`config.mk`:
```
export PLATFORM = sky130hd
export DESIGN_NAME = transmit_packet
export DESIGN_NICKNAME = d
export VERILOG_FILES = /design/src/rtl/tx_packet_pkg.sv /design/src/rtl/tx_byte_serializer.sv /design/src/rtl/transmit_packet.sv
export SDC_FILE = /design/constraint.sdc
export NUM_CORES = 1
export LEC_CHECK = 0
export ABC_CLOCK_PERIOD_IN_PS = 2600
export BUFFER_PORTS_ARGS = -buffer_cell sky130_fd_sc_hd__buf_4
export CAP_MARGIN = 30
export CORE_UTILIZATION = 56
export CTS_CLUSTER_DIAMETER = 30
export DETAILED_ROUTE_END_ITERATION = 8
export PLACE_DENSITY = 0.88
export SETUP_SLACK_MARGIN = 0.15
export SLEW_MARGIN = 10
export SYNTH_ARGS = -nofsm -noshare
export SYNTH_HDL_FRONTEND = slang
export SYNTH_SLANG_ARGS = --single-unit
```
`constraint.sdc`:
```
create_clock -name clk_original -period 2.6 [get_ports clk_original]
set_input_delay 0.13 -clock clk_original [delete_from_list [all_inputs] [get_ports clk_original]]
set_output_delay 0.13 -clock clk_original [all_outputs]
set_load 0.05 [all_outputs]
```
`src/rtl/tx_packet_pkg.sv`:
```
// Shared definitions for the packet transmit path.
//   tx_state_t      : transmit FSM state encoding
//   LEN_HDR_OFFSET  : word offset of the length header from BASE_ADDR
//   PAYLOAD_OFFSET  : word offset of the first payload word from BASE_ADDR
//   BYTES_PER_WORD  : byte lanes in one RAM word
//   LEN_W           : width of the length header field
//   lane_count()    : number of valid lanes for the next word given bytes remaining
package tx_packet_pkg;

  typedef enum logic [2:0] {
    IDLE,
    RD_LEN,
    LEN_WAIT,
    RD_WORD,
    WORD_WAIT,
    SEND,
    DONE
  } tx_state_t;

  localparam int unsigned LEN_HDR_OFFSET = 0;
  localparam int unsigned PAYLOAD_OFFSET = 1;
  localparam int unsigned BYTES_PER_WORD = 4;
  localparam int unsigned LEN_W          = 16;

  function automatic logic [2:0] lane_count(input logic [LEN_W-1:0] remaining);
    if (remaining >= LEN_W'(BYTES_PER_WORD)) begin
      return 3'(BYTES_PER_WORD);
    end
    return remaining[2:0];
  endfunction

endpackage

```
`src/rtl/tx_byte_serializer.sv`:
```
// Word-to-byte serializer for the transmit path.
// Holds one 32-bit RAM word and presents its bytes LSB-first.
//   clk, rst   : clock, asynchronous active-high reset
//   load       : capture word_in and lanes_in, restart at lane 0
//   word_in    : 32-bit little-endian payload word
//   lanes_in   : number of valid bytes in word_in (1..4)
//   advance    : current byte accepted downstream; step to next lane
//   byte_out   : byte at the current lane
//   last_lane  : current lane is the final valid lane of the word
module tx_byte_serializer (
  input  logic        clk,
  input  logic        rst,
  input  logic        load,
  input  logic [31:0] word_in,
  input  logic [2:0]  lanes_in,
  input  logic        advance,
  output logic [7:0]  byte_out,
  output logic        last_lane
);

  logic [31:0] word_q;
  logic [1:0]  lane_q;
  logic [2:0]  lanes_q;
  logic [31:0] shifted;

  always_ff @(posedge clk or posedge rst) begin
    if (rst) begin
      word_q  <= '0;
      lane_q  <= '0;
      lanes_q <= '0;
    end else if (load) begin
      word_q  <= word_in;
      lane_q  <= '0;
      lanes_q <= lanes_in;
    end else if (advance && !last_lane) begin
      lane_q <= lane_q + 2'd1;
    end
  end

  always_comb begin
    shifted   = word_q >> {lane_q, 3'b000};
    byte_out  = shifted[7:0];
    last_lane = ({1'b0, lane_q} == (lanes_q - 3'd1));
  end

endmodule

```
`src/rtl/transmit_packet.sv`:
```
// Packet transmit stage: on a rising edge of start, reads a length-prefixed
// packet from the shared packet RAM over an Avalon-MM read master and
// streams it byte-by-byte onto the MAC TX Avalon-ST interface.
//   clk_original, rst       : clock, asynchronous active-high reset
//   start                   : packet-stored flag from receive stage (edge triggered)
//   ram_addr/chipselect/read: Avalon-MM read master request
//   ram_readdata            : read data, valid one cycle after an accepted read
//   ram_waitrequest         : slave stall
//   ff_tx_data/sop/eop/wren : TX byte stream, held while ff_tx_rdy is low
//   ff_tx_err, ff_tx_crc_fwd: tied low (MAC appends the CRC)
//   ff_tx_rdy               : MAC TX FIFO ready
//   busy                    : high whenever the FSM is not idle
//   tx_done                 : one-cycle pulse after the eop byte is accepted
//   len_err                 : one-cycle pulse when a header length is rejected
module transmit_packet
  import tx_packet_pkg::*;
#(
  parameter int ADDR_W    = 10,
  parameter int BASE_ADDR = 0,
  parameter int MAX_LEN   = 4092
) (
  input  logic              clk_original,
  input  logic              rst,
  input  logic              start,
  output logic [ADDR_W-1:0] ram_addr,
  output logic              ram_chipselect,
  output logic              ram_read,
  input  logic [31:0]       ram_readdata,
  input  logic              ram_waitrequest,
  output logic [7:0]        ff_tx_data,
  output logic              ff_tx_sop,
  output logic              ff_tx_eop,
  output logic              ff_tx_wren,
  output logic              ff_tx_err,
  output logic              ff_tx_crc_fwd,
  input  logic              ff_tx_rdy,
  output logic              busy,
  output logic              tx_done,
  output logic              len_err
);

  localparam logic [ADDR_W-1:0] LEN_ADDR = ADDR_W'(BASE_ADDR + int'(LEN_HDR_OFFSET));
  localparam logic [ADDR_W-1:0] PAY_ADDR = ADDR_W'(BASE_ADDR + int'(PAYLOAD_OFFSET));
  localparam logic [LEN_W-1:0]  MAX_LEN_V = LEN_W'(MAX_LEN);

  tx_state_t        state, state_nxt;
  logic             start_q;
  logic             start_edge;
  logic [LEN_W-1:0] remaining;
  logic [LEN_W-1:0] len_word;
  logic             len_bad;
  logic             first_q;
  logic             xfer;
  logic             last_lane;
  logic             ser_load;
  logic [2:0]       ser_lanes;

  assign start_edge = start & ~start_q;
  assign len_word   = ram_readdata[LEN_W-1:0];
  assign len_bad    = (len_word == '0) || (len_word > MAX_LEN_V);
  assign xfer       = (state == SEND) && ff_tx_rdy;
  assign ser_load   = (state == WORD_WAIT);
  assign ser_lanes  = lane_count(remaining);

  assign ff_tx_err     = 1'b0;
  assign ff_tx_crc_fwd = 1'b0;

  tx_byte_serializer u_ser (
    .clk       (clk_original),
    .rst       (rst),
    .load      (ser_load),
    .word_in   (ram_readdata),
    .lanes_in  (ser_lanes),
    .advance   (xfer),
    .byte_out  (ff_tx_data),
    .last_lane (last_lane)
  );

  always_ff @(posedge clk_original or posedge rst) begin
    if (rst) begin
      state <= IDLE;
    end else begin
      state <= state_nxt;
    end
  end

  always_comb begin
    state_nxt      = state;
    ram_chipselect = 1'b0;
    ram_read       = 1'b0;
    ff_tx_wren     = 1'b0;
    ff_tx_sop      = 1'b0;
    ff_tx_eop      = 1'b0;
    busy           = 1'b1;
    tx_done        = 1'b0;
    len_err        = 1'b0;
    case (state)
      IDLE: begin
        busy = 1'b0;
        if (start_edge) state_nxt = RD_LEN;
      end
      RD_LEN: begin
        ram_chipselect = 1'b1;
        ram_read       = 1'b1;
        if (!ram_waitrequest) state_nxt = LEN_WAIT;
      end
      LEN_WAIT: begin
        if (len_bad) begin
          len_err   = 1'b1;
          state_nxt = IDLE;
        end else begin
          state_nxt = RD_WORD;
        end
      end
      RD_WORD: begin
        ram_chipselect = 1'b1;
        ram_read       = 1'b1;
        if (!ram_waitrequest) state_nxt = WORD_WAIT;
      end
      WORD_WAIT: state_nxt = SEND;
      SEND: begin
        ff_tx_wren = 1'b1;
        ff_tx_sop  = first_q;
        ff_tx_eop  = (remaining == LEN_W'(1));
        if (ff_tx_rdy) begin
          if (remaining == LEN_W'(1)) state_nxt = DONE;
          else if (last_lane)         state_nxt = RD_WORD;
        end
      end
      DONE: begin
        tx_done   = 1'b1;
        state_nxt = IDLE;
      end
      default: state_nxt = IDLE;
    endcase
  end

  always_ff @(posedge clk_original or posedge rst) begin
    if (rst) begin
      start_q   <= 1'b0;
      ram_addr  <= '0;
      remaining <= '0;
      first_q   <= 1'b0;
    end else begin
      start_q <= start;
      case (state)
        IDLE: begin
          if (start_edge) ram_addr <= LEN_ADDR;
        end
        LEN_WAIT: begin
          if (!len_bad) begin
            remaining <= len_word;
            ram_addr  <= PAY_ADDR;
            first_q   <= 1'b1;
          end
        end
        SEND: begin
          if (ff_tx_rdy) begin
            remaining <= remaining - LEN_W'(1);
            first_q   <= 1'b0;
            // Only step the address when another word is actually needed,
            // so a frame ending on a word boundary leaves addr on its last word.
            if (last_lane && (remaining != LEN_W'(1))) ram_addr <= ram_addr + ADDR_W'(1);
          end
        end
        default: ;
      endcase
    end
  end

endmodule

```
==> results.yml, run 1 <==
run_status:
  outcome: "complete, but fails checks"
  violations: "DRC"
pwr:
  p_per_area_mw_per_mm2: 1130
  p_leak_nw: 2.01
  power_mw: 5.26
  ir_drop_uv: 688
layout:
  final_cell_mix: "dfrtp_1, buf_4, mux2_2"
  fillers: 421
  regArea_mm2: 0.00170
  syn_to_final_growth_pct: 21.5
  multiInputGateArea_mm2: 0.00200
  num_antenna_cells: 0
  final_util_pct: 72.0
  final_layout_size_suffix_gt1_share_pct: 34.9
  final_nets: 458
clocking:
  postCtsSetupBuffers: 0
  numCtsBuffers: 9
  clk_latency_ns: 0.36
  tritoncts: "built"
  cts_max_level: 3
  clock_path_buffers: 2
  clk_pin_slew_ns: 0.09
  cts.sinks: 68
  cts_root_buf: "clkbuf_8"
routing:
  via_per_inst: 6.42
  drc: 3
  drtIter0Drc: 257
  vias: 3195
  postRouteAntennaNets: 0
  wl_per_cell_um: 19.0
  wl_mm: 9.46
  drt_pass1_iterations: 7
placement:
  dp_hpwl_mm: 6.27
  globalplace.congestion: 0.884
  numPortBuffers: 62
timing:
  drv_slew: 0
  relSlewSlack_pct: 48.7
  rsz0062_at_grt: "false"
  fin_crit_ns: 2.23
  fmax_ghz: 0.448
  tightest_slew_ns: 0.764
  hold_viol_final: 0
  fin_crit_sh_pct: 85.9
  setup_violations: 0
  finalClockSkew_ns: 0.0140
  tns_ns: 0
synthesis:
  synth_cells: 349
  yosys-mux-area-fraction_pct: 14.4
  syn_area_per_cell_um2: 11.0
  ys.flop_type: "dfrtp_1"
  synth_area_mm2: 0.00385
  yosys_warnings: 0
  yosysSeqAreaShare_pct: 44.2
  synthAdderAreaFrac_pct: 1.63
  synth_edf_count: 0
  synth_top_family_by_area: "compound AO/OA/AOI/OAI gates"
  synth_cell_types: 69
  synth-simple-area-share_pct: 15.2
  synth_xor_xnor_area_share_pct: 1.33
  synth-seq-cells: 68
  synth_compound_area_share_pct: 18.3
  async_reset_ff_share_pct: 100
setup_path:
  critPathArrivalTime_ns: 2.10
  start_kind: "flip-flop"
  path_max_fanout: 49
  rrSetupSlack_ns: 0.41
  required_ns: 2.47
  crit_type: "flip-flop to primary output"
  endpoint_kind: "primary output"
worst_hold_path:
  hp-class: "input port to flip-flop"
grt:
  antenna_found_initial: 0
  grt_pass1_vias: 3185
  grt_pass1_wl_mm: 15.6
  grt_overflow: 0
  gr-usage-all-layers_pct: 27.9
  grt_start_max_net_pins: 69
die:
  die_w_um: 84.9
  rows: 29
  core-area_mm2: 0.00649
  initial_core_util_pct: 59.2
  fp.dieH_um: 84.9
  die_area_mm2: 0.00721
  io_pins: 65
run:
  maxCapViolCount: 0
cells in the mapped netlist, drive strengths merged, types with 5 or more instances:
library cell / instances / area share (%)
dfrtp: 68 / 44
mux2: 32 / 9.4
nor2: 26 / 2.6
a21oi: 24 / 3.1
nand2: 19 / 2.0
buf: 17 / 2.9
o21ai: 15 / 2.2
inv: 14 / 1.4
nor3: 9 / 1.2
mux4: 8 / 5.1
nor4: 8 / 2.4
o22a: 7 / 1.6
nand3: 6 / 0.78
nand4: 6 / 0.98
o211ai: 6 / 1.3
a31oi: 5 / 0.81
clkbuf: 5 / 0.49
ha: 5 / 1.6
o31ai: 5 / 1.5
flip-flops by register name (all words and copies together) (netlist names):
register,count
u_ser.word_q,32
u_ser.lane_q,2
start_q,1
u_ser.lanes_q,3
remaining,16
state,3
first_q,1
ram_addr,10
worst paths after layout:
kind	cells after the start	end	start
worst max-delay path	5	ff_tx_sop	state[0]
worst min-delay path	2	u_ser.word_q[18]	ram_readdata[18]
worst max register to register	5	ram_addr[7]	remaining[8]
worst min register to register	1	ram_addr[9]	ram_addr[9]
max in group asynchronous	4	u_ser.lane_q[0]	rst
min in group asynchronous	4	u_ser.word_q[14]	rst
per-stage QoR:
| stage | hold WS (ns) | cell area [um2] | setup WS (ns) | std cells |
|---|---|---|---|---|
| 2_1_floorplan | 0.161 | 3860 | 0.375 | 350 |
| 3_3_place_gp | 0.238 | 4360 | 0.443 | 474 |
| 3_5_place_dp | 0.239 | 4360 | 0.355 | 474 |
| 4_1_cts | 0.00238 | 4650 | 0.287 | 497 |
| 5_1_grt | 0.00106 | 4670 | 0.218 | 498 |
| 6_report | 0.00249 | 4670 | 0.367 | 498 |
kinds of logic after synthesis:
family	after synthesis
multiplexers	40
AND/OR/NAND/NOR	98
buffers and inverters	36
other	1
AO/OA/AOI/OAI	96
adder cells (fa/ha/maj)	5
XOR/XNOR	5
flip-flops	68
final cells by class:
type / instances / area share [%]
clock buffers: 10 / 2.73
clock inverters: 6 / 1.90
inverters: 14 / 1.12
multi-input cells: 246 / 42.7
flip-flops and latches: 68 / 36.4
well taps: 77 / 2.06
repair buffers: 77 / 13.1
timing repair:
item,CTS,global route
endpoints found under the setup margin,0,2
endpoints found under the hold margin,74,1
hold buffers,7,1
gates resized for setup,0,3
critical path, cell delays in order, from the launching register on:
cell and delay, ns:
dfrtp_1 0.60, nand3b_4 0.22, inv_1 0.12, buf_4 0.43
and2_1 0.19, buf_4 0.19
metal layers:
metal,up-vias,part of all wire [%],GRT usage (%)
met5,-,0,0
met4,0,3.7,14.8
met3,32,5.9,4.67
met2,139,49,44.9
met1,1581,41,36.6
li1,1443,-,-
power by group:
| group | switching (mW) | internal, mW | leakage, nW | total (mW) |
|---|---|---|---|---|
| combinational | 1.37 | 0.985 | 1.08 | 2.35 |
| clock | 0.434 | 0.540 | 0.102 | 0.974 |
| sequential | 0.430 | 1.50 | 0.834 | 1.93 |
No activity file was read; power rests on OpenSTA's default activity.
==> inputs of run 2 (changes only) <==
- ABC_AREA: not set -> 1
- CORE_UTILIZATION: 56 -> 57
==> run 2 against run 1 <==
Effect of this change:
- the run now ends clean
- cell area increased by 5.5%
- synthesized cell count increased by 69%
- utilization increased by 0.21 points
- setup slack improved by 0.064 ns
- clock skew decreased by 0.0065 ns
- first-iteration DRC count increased by 24%
==> results.yml, run 2 <==
synthesis:
  synth_common_cells: "nand2_1, dfrtp_1, nor2_1"
  syn_area_per_cell_um2: 6.88
  synth_cells: 589
  synth_top_area_share_pct: 42.0
  synth-seq-cells: 68
  synth_edf_count: 0
  yosysTopAreaCell: "dfrtp_1"
  yosys_warnings: 0
  synth_most_common_cell: "nand2_1"
  yosysSeqAreaShare_pct: 42.0
  async_reset_ff_share_pct: 100
  synth_area_mm2: 0.00405
  ys.flop_type: "dfrtp_1"
  synth_area_leaders: "dfrtp_1, nand2_1, nor2_1, o21ai_0, nand3_1"
  synth_cell_types: 35
clocking:
  numCtsBuffers: 9
  clk_latency_ns: 0.34
  clock_path_buffers: 2
  cts.repair.resized: 0
  cts_root_buf: "clkbuf_8"
  cts.sinks: 68
  cts_max_level: 3
  tritoncts: "built"
  clk_pin_slew_ns: 0.07
setup_path:
  r2r_end: "ram_addr[8]"
  endpoint_kind: "flip-flop"
  path_max_fanout: 11
  critPathArrivalTime_ns: 2.40
  rrSetupSlack_ns: 0.43
  critPathMaxStageDelay_ns: 0.49
  r2r_cells: 8
  start_kind: "flip-flop"
  rr_startpoint: "u_ser.lanes_q[0]"
  crit_type: "flip-flop to flip-flop"
  slowest_stage: "a21oi_2"
  crit_path_frequent_cell: "nand2_1"
  required_ns: 2.83
  cp_cell_sequence: "inv_1 -> ha_1 -> xor2_1 -> nand3_1 -> a21oi_2 -> nand3_2 -> nand2_1 -> nand2_1"
layout:
  final_cell_area_mm2: 0.00493
  finalNonFillerCells: 763
  syn_to_final_growth_pct: 21.6
  final_layout_size_suffix_gt1_share_pct: 15.4
  final_common_cell: "nand2_1"
  largest_register_ffs: 32
  num_antenna_cells: 0
  top_regs: "u_ser.word_q: 32 flops, remaining: 16 flops, ram_addr: 10 flops"
  final_cell_mix: "nand2_1, buf_4, dfrtp_1"
  multiInputGateArea_mm2: 0.00205
  fillers: 542
  top_register: "u_ser.word_q"
  regArea_mm2: 0.00170
  final_nets: 705
grt:
  grt_overflow: 0
  grt_pass1_vias: 3792
  grt_pass1_wl_mm: 17.6
  antenna_found_initial: 0
  gr-usage-all-layers_pct: 30.0
  grt_start_max_net_pins: 44
timing:
  relSlewSlack_pct: 58.3
  drv_slew: 0
  tightest_slew_ns: 0.625
  tns_ns: 0
  rsz0062_at_grt: "false"
  fmax_ghz: 0.461
  fin_crit_ns: 2.17
  setup_violations: 0
  fin_crit_sh_pct: 83.4
  hold_viol_final: 0
  finalClockSkew_ns: 0.00750
die:
  fp.dieH_um: 86.3
  die_area_mm2: 0.00745
  io_pins: 65
  rows: 30
  core-area_mm2: 0.00683
  die_w_um: 86.3
  initial_core_util_pct: 59.3
pwr:
  netSwitchingFraction_pct: 48.9
  p_per_area_mw_per_mm2: 1130
  switching_power_mw: 2.71
  ir_drop_uv: 580
  power.share.clock_pct: 15.6
  p_int_mw: 2.83
  sequentialPowerShare_pct: 33.0
  p_leak_nw: 2.61
  p_comb_share_pct: 51.5
routing:
  wl_mm: 10.5
  drt_pass1_iterations: 5
  drc: 0
  postRouteAntennaNets: 0
  drtIter0Drc: 318
  vias: 4095
  wl_per_cell_um: 13.8
  via_per_inst: 5.37
run_status:
  outcome: "finished clean"
placement:
  globalplace.congestion: 0.905
  placed_cell_area_mm2: 0.00456
  place_inst: 730
  numPortBuffers: 62
  dp_hpwl_mm: 7.38
worst_hold_path:
  hp-class: "input port to flip-flop"
  whs_path_depth: 3
  hold_end: "u_ser.word_q[20]"
  min-delay-start: "ram_readdata[20]"
run:
  maxCapViolCount: 0
==> run 2: cell types whose count changed after synthesis, moves of 6 or more <==
cell,previous run,this run
o21ai_0,12,40
a21oi_1,24,7
inv_1,14,41
nand4_1,6,15
nand2_1,18,239
o22a_1,6,0
nand3_1,6,37
inv_2,0,6
mux2_2,32,0
nor3_1,9,2
nor2_1,25,67
o22ai_1,3,10
==> run 2: critical path, delay by kind of cell, from the launching register on <==
kind | cells | cell delay [ns]
and+or+nand+nor | 4 | 0.70
AOI/OAI and AO/OA | 1 | 0.49
DFF | 1 | 0.37
adders and majority gates | 1 | 0.30
xor gates and xnor gates | 1 | 0.13
buffers and inverters | 1 | 0.07
==> run 2: power by group through the flow <==
stage	logic, mW	registers (mW)	clock network (mW)
after floorplan	2.19	1.75	0
after global routing	3.20	1.88	0.920
after global placement	2.74	1.82	0
final	2.85	1.83	0.863
after detailed placement	2.80	1.83	0
after CTS	2.85	1.82	0.876
==> run 2: timing repair <==
item / 4_1_cts / 5_1_grt
hold endpoints to repair: 40 / 0
setup endpoints to repair: 0 / 1
setup buffers: 0 / 2
hold buffers: 16 / 0
==> run 2: layer usage <==
metal | up-vias | share of wire, % | global-route usage [%]
met2 | 178 | 48 | 48.3
met3 | 30 | 7.3 | 6.10
met5 | - | 0 | 0
met1 | 1877 | 42 | 39.3
li1 | 2010 | - | -
met4 | 0 | 2.5 | 13.3
==> run 2: metrics by stage <==
| step | hold slack (ns) | power, mW | util, % | worst slack [ns] |
|---|---|---|---|---|
| floorplan | 0.161 | 3.94 | - | 0.677 |
| global placement | 0.219 | 4.55 | 66.8 | 0.628 |
| detailed placement | 0.223 | 4.64 | 66.8 | 0.491 |
| CTS | 0.00575 | 5.54 | 71.9 | 0.240 |
| global route | 0.0220 | 6.00 | 72.2 | 0.213 |
| finish | 0.0140 | 5.55 | 72.2 | 0.432 |
==> run 2: cell families (layout without fill, tap and decap cells) <==
family | after synthesis | after routing | synth area share, %
AND/OR/NAND/NOR | 375 | 375 | 38.9
buffers and inverters | 72 | 149 | 7.66
flip-flops | 68 | 68 | 42.0
AO/OA/AOI/OAI | 63 | 63 | 8.71
adder cells (fa/ha/maj) | 5 | 5 | 1.54
XOR/XNOR | 5 | 5 | 1.08
other | 1 | 2 | 0.0925
==> run 2: layout make-up <==
type	instances	area share, %
repair buffers	87	14.1
multi-input cells	450	41.5
clock inverters	4	1.02
clock buffers	11	2.87
inverters	47	3.58
well taps	96	2.44
flip-flops and latches	68	34.5
==> run 2: how the worst max path moves through the flow <==
| stage | start | to | slack (ns) | cells past startpoint |
|---|---|---|---|---|
| after global placement | u_ser.lanes_q[0] | ram_addr[0] | 0.63 | 8 |
| after detailed placement | u_ser.lanes_q[0] | ram_addr[3] | 0.49 | 8 |
| after global routing | u_ser.lanes_q[0] | ram_addr[8] | 0.21 | 8 |
| after CTS | state[1] | ff_tx_eop | 0.24 | 6 |
| final | u_ser.lanes_q[0] | ram_addr[8] | 0.43 | 8 |
| after floorplan | u_ser.lane_q[0] | ff_tx_data[2] | 0.68 | 5 |
==> inputs of run 3 (changes only) <==
- ABC_CLOCK_PERIOD_IN_PS: 2600 -> 2300
- clock period: 2.6 -> 2.3 ns (I/O delays scaled with it)
==> run 3 against run 2 <==
Effect of this change:
- sequential power grew 13%
- sequential share of layout area shrank 0.64 points
- routed wire length grew 0.25%
- final cell count grew 0.66%
- die area is the same
- utilization grew 1.4 points
- global-route usage is essentially flat
- clock-buffer cell count shrank 2
- largest cell class unchanged
- highest routed layer unchanged
==> results.yml, run 3 (synthesized netlist as in run 2, its figures left out) <==
pwr:
  p_per_area_mw_per_mm2: 1290
  power_mw: 6.49
  ir_drop_uv: 525
  p_leak_nw: 2.65
setup_path:
  crit_type: "flip-flop to primary output"
  required_ns: 2.18
  critPathArrivalTime_ns: 1.93
  endpoint_kind: "primary output"
  rrSetupSlack_ns: 0.48
  start_kind: "flip-flop"
  r2r_cells: 9
  path_max_fanout: 23
run_status:
  outcome: "finished clean"
layout:
  final_common_cell: "nand2_1"
  syn_to_final_growth_pct: 24.0
  top_regs: "u_ser.word_q: 32 flops, remaining: 16 flops, ram_addr: 10 flops"
  final_nets: 709
  num_antenna_cells: 0
  top_register: "u_ser.word_q"
  fillers: 543
  final_cell_mix: "nand2_1, dfrtp_1, buf_4"
  final_layout_size_suffix_gt1_share_pct: 15.6
  largest_register_ffs: 32
timing:
  fin_crit_sh_pct: 89.0
  finalClockSkew_ns: 0.0130
  fmax_ghz: 0.488
  hold_viol_final: 0
  setup_violations: 0
  tns_ns: 0
  rsz0062_at_grt: "true"
  fin_crit_ns: 2.05
  tightest_slew_ns: 0.613
  relSlewSlack_pct: 59.1
  drv_slew: 0
die:
  die_area_mm2: 0.00745
  fp.dieH_um: 86.3
  die_w_um: 86.3
  rows: 30
  core-area_mm2: 0.00683
  initial_core_util_pct: 59.3
  io_pins: 65
grt:
  grt_pass1_vias: 3907
  grt_overflow: 0
  use_met2_pct: 48.6
  grt-busiest-layer: "met2"
  grt_pass1_wl_mm: 17.6
  gr-usage-all-layers_pct: 30.0
  grt.met1_usage_pct: 38.6
  grt_start_max_net_pins: 44
  grt_util_met3_pct: 6.67
  antenna_found_initial: 0
clocking:
  numCtsBuffers: 9
  cts.sinks: 68
  clock_path_buffers: 2
  cts_root_buf: "clkbuf_8"
  clk_pin_slew_ns: 0.08
  tritoncts: "built"
  clk_latency_ns: 0.35
  cts_max_level: 3
routing:
  wl_per_cell_um: 13.7
  vias: 4139
  drc: 0
  via_per_inst: 5.39
  postRouteAntennaNets: 0
  wl_mm: 10.6
  drt_pass1_iterations: 4
  drtIter0Drc: 224
run:
  maxCapViolCount: 0
worst_hold_path:
  whs_path_depth: 3
  hp-class: "input port to flip-flop"
placement:
  globalplace.congestion: 0.890
  dp_hpwl_mm: 7.24
  numPortBuffers: 62
==> run 3: path summary, 6_finish.rpt <==
path                             startpoint               end
hold reg to reg            u_ser.word_q[18]  u_ser.word_q[18]
hold / removal              ram_waitrequest          state[1]
max in group asynchronous               rst   u_ser.word_q[0]
setup reg to reg                   state[1]       ram_addr[0]
setup / recovery                   state[1]         ff_tx_eop
min in group asynchronous               rst           start_q
==> run 3: critical path, cell delays in order (launching register included) <==
cell and delay (ns):
dfrtp_1 0.43, inv_2 0.13, nand3_4 0.07, buf_4 0.23, inv_4 0.16, nand4_1 0.11
buf_4 0.21, inv_1 0.06, buf_4 0.18
==> run 3: timing repair <==
action,4_1_cts,5_1_grt
endpoints found under the hold margin,46,0
gates resized for setup,0,4
hold buffers,22,0
endpoints found under the setup margin,0,12
buffers inserted,0,0
==> run 3: stage by stage <==
stage / instances / instance area [um2] / setup slack, ns / hold slack (ns) / utilization [%]
after global placement: 730 / 4580 / 0.416 / 0.212 / 67.0
after floorplan: 590 / 4060 / 0.392 / 0.146 / -
after detailed placement: 730 / 4580 / 0.325 / 0.228 / 67.0
after CTS: 768 / 5020 / 0.183 / 0.00398 / 73.5
final: 768 / 5020 / 0.252 / 0.0143 / 73.5
after global routing: 768 / 5020 / 0.132 / 0.00619 / 73.5
==> run 3: metal layers <==
metal | vias to the layer above | share of wire, %
met1 | 1924 | 43
met3 | 27 | 6.8
li1 | 2025 | -
met4 | 0 | 2.6
met5 | - | 0
met2 | 163 | 48
==> run 3: where the power goes <==
group          switching [mW]  internal [mW]  total, mW
Combinational            2.26           1.03       3.30
Sequential              0.398           1.67       2.07
Clock                   0.502          0.618       1.12
==> run 3: final cells by class <==
type | count | area [um2] | area share [%]
multi-input cells | 450 | 2050 | 40.8
well taps | 96 | 120 | 2.39
repair buffers | 91 | 751 | 14.9
flip-flops and latches | 68 | 1700 | 33.9
clock inverters | 7 | 98.8 | 1.97
clock buffers | 9 | 124 | 2.47
inverters | 47 | 179 | 3.56
